--- src/rtl/vga_ahb_pkg.sv ---
// Shared constants and types for the VGA character writer.
package vga_ahb_pkg;
    localparam logic [1:0]  HTRANS_IDLE   = 2'b00;
    localparam logic [1:0]  HTRANS_NONSEQ = 2'b10;
    localparam logic [31:0] VGA_BASE_ADDR = 32'h5000_0000;

    typedef logic [7:0] char_t;
endpackage

--- src/rtl/char_fifo.sv ---
// Synchronous character FIFO with occupancy count; push is refused while full.
module char_fifo
    import vga_ahb_pkg::*;
#(
    parameter  int DEPTH = 8,
    localparam int AW    = $clog2(DEPTH),
    localparam int CW    = $clog2(DEPTH + 1)
) (
    input  logic          HCLK,
    input  logic          HRESETn,
    input  logic          push,
    input  char_t         din,
    input  logic          pop,
    output char_t         dout,
    output logic          full,
    output logic          empty,
    output logic [CW-1:0] count
);
    char_t         mem [DEPTH];
    logic [AW-1:0] wr_ptr, rd_ptr;
    logic          do_push, do_pop;

    assign full    = (count == CW'(DEPTH));
    assign empty   = (count == '0);
    // a pop in the same cycle does not make room for a push into a full FIFO
    assign do_push = push && !full;
    assign do_pop  = pop && !empty;
    assign dout    = mem[rd_ptr];

    always_ff @(posedge HCLK) begin
        if (do_push)
            mem[wr_ptr] <= din;
    end

    always_ff @(posedge HCLK or negedge HRESETn) begin
        if (!HRESETn) begin
            wr_ptr <= '0;
            rd_ptr <= '0;
            count  <= '0;
        end else begin
            if (do_push)
                wr_ptr <= wr_ptr + AW'(1);
            if (do_pop)
                rd_ptr <= rd_ptr + AW'(1);
            case ({do_push, do_pop})
                2'b10:   count <= count + CW'(1);
                2'b01:   count <= count - CW'(1);
                default: count <= count;
            endcase
        end
    end
endmodule

--- src/rtl/ahb_vga_char_writer.sv ---
// AHB-Lite initiator that streams buffered console characters into the VGA text
// register as single NONSEQ word writes, halting on a lockstep mismatch.
module ahb_vga_char_writer
    import vga_ahb_pkg::*;
#(
    parameter  int          DEPTH     = 8,
    parameter  logic [31:0] BASE_ADDR = VGA_BASE_ADDR,
    localparam int          CW        = $clog2(DEPTH + 1)
) (
    input  logic          HCLK,
    input  logic          HRESETn,
    input  logic          char_valid,
    input  logic [7:0]    char_data,
    output logic          char_ready,
    output logic          HSEL_VGA,
    output logic [31:0]   HADDR,
    output logic [1:0]    HTRANS,
    output logic          HWRITE,
    output logic [31:0]   HWDATA,
    input  logic          HREADY,
    input  logic          DLS_ERROR,
    input  logic          clear_halt,
    output logic          halted,
    output logic [CW-1:0] fifo_count,
    output logic          busy
);
    char_t head, wdata_q;
    logic  full, empty, push, pop, issue;
    logic  halted_q, hold_q, data_phase_q, rdy_en_q;

    char_fifo #(.DEPTH(DEPTH)) u_fifo (
        .HCLK    (HCLK),
        .HRESETn (HRESETn),
        .push    (push),
        .din     (char_data),
        .pop     (pop),
        .dout    (head),
        .full    (full),
        .empty   (empty),
        .count   (fifo_count)
    );

    assign char_ready = rdy_en_q && !full && !halted_q;
    assign push       = char_valid && char_ready;
    // a NONSEQ stalled by HREADY=0 is an AHB commitment and outlives a halt
    assign issue      = !empty && (!halted_q || hold_q);
    assign pop        = issue && HREADY;

    assign HTRANS   = issue ? HTRANS_NONSEQ : HTRANS_IDLE;
    assign HSEL_VGA = HTRANS[1];
    assign HWRITE   = HTRANS[1];
    assign HADDR    = BASE_ADDR;
    // wdata_q only changes on acceptance, so HWDATA holds outside data phases
    assign HWDATA   = {24'h0, wdata_q};
    assign halted   = halted_q;
    assign busy     = !empty || data_phase_q;

    always_ff @(posedge HCLK or negedge HRESETn) begin
        if (!HRESETn) begin
            rdy_en_q     <= 1'b0;
            halted_q     <= 1'b0;
            hold_q       <= 1'b0;
            data_phase_q <= 1'b0;
            wdata_q      <= '0;
        end else begin
            rdy_en_q <= 1'b1;
            hold_q   <= issue && !HREADY;
            if (DLS_ERROR)
                halted_q <= 1'b1;
            else if (clear_halt)
                halted_q <= 1'b0;
            if (pop) begin
                wdata_q      <= head;
                data_phase_q <= 1'b1;
            end else if (HREADY) begin
                data_phase_q <= 1'b0;
            end
        end
    end
endmodule

--- config.mk ---
export PLATFORM = sky130hd
export DESIGN_NAME = ahb_vga_char_writer
export DESIGN_NICKNAME = d
export VERILOG_FILES = /design/src/rtl/vga_ahb_pkg.sv /design/src/rtl/char_fifo.sv /design/src/rtl/ahb_vga_char_writer.sv
export SDC_FILE = /design/constraint.sdc
export NUM_CORES = 1
export LEC_CHECK = 0
export CAP_MARGIN = 0
export CORE_ASPECT_RATIO = 1.1
export CORE_UTILIZATION = 40
export CTS_CLUSTER_SIZE = 20
export DETAILED_ROUTE_END_ITERATION = 10
export GPL_ROUTABILITY_DRIVEN = 0
export HOLD_SLACK_MARGIN = 0.12
export PLACE_DENSITY = 0.68
export SYNTH_ARGS = -nofsm -noshare
export SYNTH_HDL_FRONTEND = slang
export SYNTH_SLANG_ARGS = --single-unit
export TNS_END_PERCENT = 5
--- constraint.sdc ---
create_clock -name HCLK -period 3 [get_ports HCLK]
set_clock_uncertainty 0.1 [all_clocks]
set_input_delay 0.45 -clock HCLK [delete_from_list [all_inputs] [get_ports HCLK]]
set_output_delay 0.45 -clock HCLK [all_outputs]
set_load 0.005 [all_outputs]
==> qor.yml <==
power:
  power.density_mw_per_mm2: 791
  static-leakage-power_nw: 1.68
  p_total_w: 0.00350
  ir_worst_vdd_v: 0.000488
clocking:
  cts_inserted_buffers: 9
  cts-root-to-sink-buffers: 2
  clock_slew_seen_by_the_registers_of_the_worst_setup_and_hold_paths_ns: 0.09
  cts_tree: "done"
  clock-root-buffer: "sky130_fd_sc_hd__clkbuf_8"
  postCtsSetupRepairBufs: 0
  clock_sinks: 86
  hold_buffers: 0
  htree_levels: 3
  post_cts_resized: 0
  later_pin_clock_latency_in_the_skew_report_ns: 0.34
layout:
  final_layout_size_suffix_gt1_frac: 0.145
  finalNetCount: 311
  finish.cell_count_without_fillers: 414
  most-common-layout-cells: "64 x sky130_fd_sc_hd__edfxtp_1, 58 x sky130_fd_sc_hd__conb_1, 31 x sky130_fd_sc_hd__clkdlybuf4s50_1"
  syn2layout_area_growth_pct: 11.4
  final_common_cell: "sky130_fd_sc_hd__edfxtp_1"
  num_antenna_cells: 0
floorplanning:
  die-height_um: 107
  rows: 37
  floorplan.initialDensity: 0.419
  top_level_port_count: 89
  die_w_um: 97.0
  core-area_mm2: 0.00949
  die_area_mm2: 0.0103
detailed_routing:
  drt-wirelength-per-cell_um: 15.4
  antenna_violating_nets_post_route: 0
  first_pass_iters: 4
  route.vias.total: 1936
  drt_first_iter_violations: 94
  number_of_remaining_drc_errors: 0
  post_drt_via_cell_ratio: 4.68
  postRouteWirelength_um: 6360
sta:
  slew_headroom: 0.340
  final_critical_path_setup_slack_ns: 0.604
  worst-slew-pin-transition_ns: 0.990
  setup_tns_ns: 0
  finalHoldWorstSlack_ns: 0.353
  post-route-period-util: 0.799
  number_of_setup_violations_in_the_final_report: 0
  final.min_clock_period_ns: 2.40
  final-max-slew-violation-count: 0
  grt_setup_unrepaired: "false"
  fmaxAchievable_mhz: 417
  timing.final.hold_violations: 0
placed_design:
  dp_hpwl_um: 4090
  place_worst_setup_slack_ns: 0.427
  placement.io_buffers: 31
  placed_cells: 398
grt:
  grt_start_max_net_pins: 23
  first_global_vias: 1887
  first_pass_grt_wire_length_um: 9990
  global_route.overflow_total: 0
  antenna_found_initial: 0
  grt_use_total: 0.132
logic_synthesis:
  synth_area_per_cell_um2: 15.8
  syn_area_mm2: 0.00397
  yosysTopAreaCell: "sky130_fd_sc_hd__edfxtp_1"
  synth_cells: 252
  synth.distinct_cells: 36
  ys_seq_area_frac: 0.622
  synth_seq_cells: 86
  netlist_top_cells_area: "sky130_fd_sc_hd__edfxtp_1 48%, sky130_fd_sc_hd__dfrtp_1 14%, sky130_fd_sc_hd__buf_4 12%"
  netlist.area_leader.share: 0.484
  ys_warn_count: 0
critical_path:
  worstSetupStartpointType: "register"
  critical_path_arrival_ns: 1.85
  worst-endpoint-required_ns: 2.45
  timing_worst_setup_path_type: "register to primary output"
  crit_path_max_fanout: 7
  critical_path.endpoint_type: "primary output"
worst_hold_path:
  hold_class: "input port to asynchronous set/reset pin"
run_status:
  outcome: "finished clean"
flow_run:
  drv.max_cap_violation_count: 0
-- critical path: stages (launching register included) --
cell and delay (ns):
sky130_fd_sc_hd__dfrtp_1 0.50, sky130_fd_sc_hd__nor4_4 0.41, sky130_fd_sc_hd__nor2_1 0.13, sky130_fd_sc_hd__clkdlybuf4s50_1 0.46
-- report_power, final --
part,internal [W],switching [W]
sequential,0.00143,0.000298
clock,0.000479,0.000431
combinational,0.000565,0.000303
total,0.00247,0.00103
-- synthesized netlist by cell type --
library cell,count
sky130_fd_sc_hd__nor2_1,12
sky130_fd_sc_hd__a211o_1,1
sky130_fd_sc_hd__mux2i_1,8
sky130_fd_sc_hd__inv_1,2
sky130_fd_sc_hd__mux2_4,1
sky130_fd_sc_hd__nand2_1,4
sky130_fd_sc_hd__nor3_1,3
sky130_fd_sc_hd__inv_6,1
sky130_fd_sc_hd__xnor2_1,4
sky130_fd_sc_hd__nor3b_1,1
sky130_fd_sc_hd__edfxtp_1,64
sky130_fd_sc_hd__mux4_1,7
sky130_fd_sc_hd__a21o_1,2
sky130_fd_sc_hd__a41oi_1,1
sky130_fd_sc_hd__conb_1,2
sky130_fd_sc_hd__a21oi_1,10
sky130_fd_sc_hd__nor3_2,2
sky130_fd_sc_hd__nor4b_1,2
sky130_fd_sc_hd__nor2b_1,1
sky130_fd_sc_hd__mux4_2,9
sky130_fd_sc_hd__nor4_1,3
sky130_fd_sc_hd__nor4_4,1
sky130_fd_sc_hd__nand3_1,2
sky130_fd_sc_hd__nand2b_1,4
sky130_fd_sc_hd__buf_4,61
sky130_fd_sc_hd__mux2_1,1
sky130_fd_sc_hd__dfrtp_1,22
sky130_fd_sc_hd__buf_2,5
sky130_fd_sc_hd__xor2_1,5
sky130_fd_sc_hd__mux2_2,1
sky130_fd_sc_hd__buf_12,1
sky130_fd_sc_hd__nand3b_1,1
sky130_fd_sc_hd__nand2_4,1
sky130_fd_sc_hd__ha_1,5
sky130_fd_sc_hd__buf_6,1
sky130_fd_sc_hd__a21o_4,1
-- layout make-up --
type | count | area, µm²
Clock buffer | 9 | 124
Sequential cell | 86 | 2470
Fill cell | 798 | 5060
Tap cell | 117 | 146
Timing Repair Buffer | 41 | 385
Multi-Input combinational cell | 151 | 1180
Clock inverter | 7 | 103
Inverter | 3 | 16.3
-- registers in the layout, indices dropped and copies added, names as in the netlist --
register / count
hold_q: 1
u_fifo.rd_ptr: 3
wdata_q: 8
u_fifo.count: 4
u_fifo.wr_ptr: 3
data_phase_q: 1
u_fifo.mem: 64
halted: 1
rdy_en_q: 1
-- metrics by stage --
stage	util	instance area, µm²
2_1_floorplan	-	4180
3_3_place_gp	0.443	4200
3_5_place_dp	0.443	4200
4_1_cts	0.467	4430
5_1_grt	0.467	4430
6_report	0.467	4430
-- metal layers --
layer	vias up	wire length [µm]	global-route usage
li1	891	-	-
met1	953	2800	0.164
met2	86	3160	0.224
met3	6	302	0.0237
met4	0	88	0.0597
met5	-	0	0
-- cells by family (layout without fill, tap and decap cells) --
family,after synthesis,in the layout,synth area share
AOI/OAI and AO/OA,15,15,0.0246
xor gates and xnor gates,9,9,0.0198
adders and majority gates,5,5,0.0157
buffers and inverters,71,60,0.134
DFF,86,86,0.622
muxes,27,27,0.127
other,2,58,0.00189
and+or+nand+nor,37,37,0.0554
-- path summary, 6_finish.rpt --
path	start	to	slack [ns]	cells past startpoint
min in group HCLK	data_phase_q	data_phase_q	0.39	1
min reg2reg	data_phase_q	data_phase_q	0.39	1
min	HRESETn	wdata_q[7]	0.35	2
max in group asynchronous	HRESETn	data_phase_q	2.20	2
max	u_fifo.count[2]	HSEL_VGA	0.60	3
max reg2reg	u_fifo.count[2]	u_fifo.count[2]	0.63	9
Note: power is estimated with default switching activity, not from simulation.
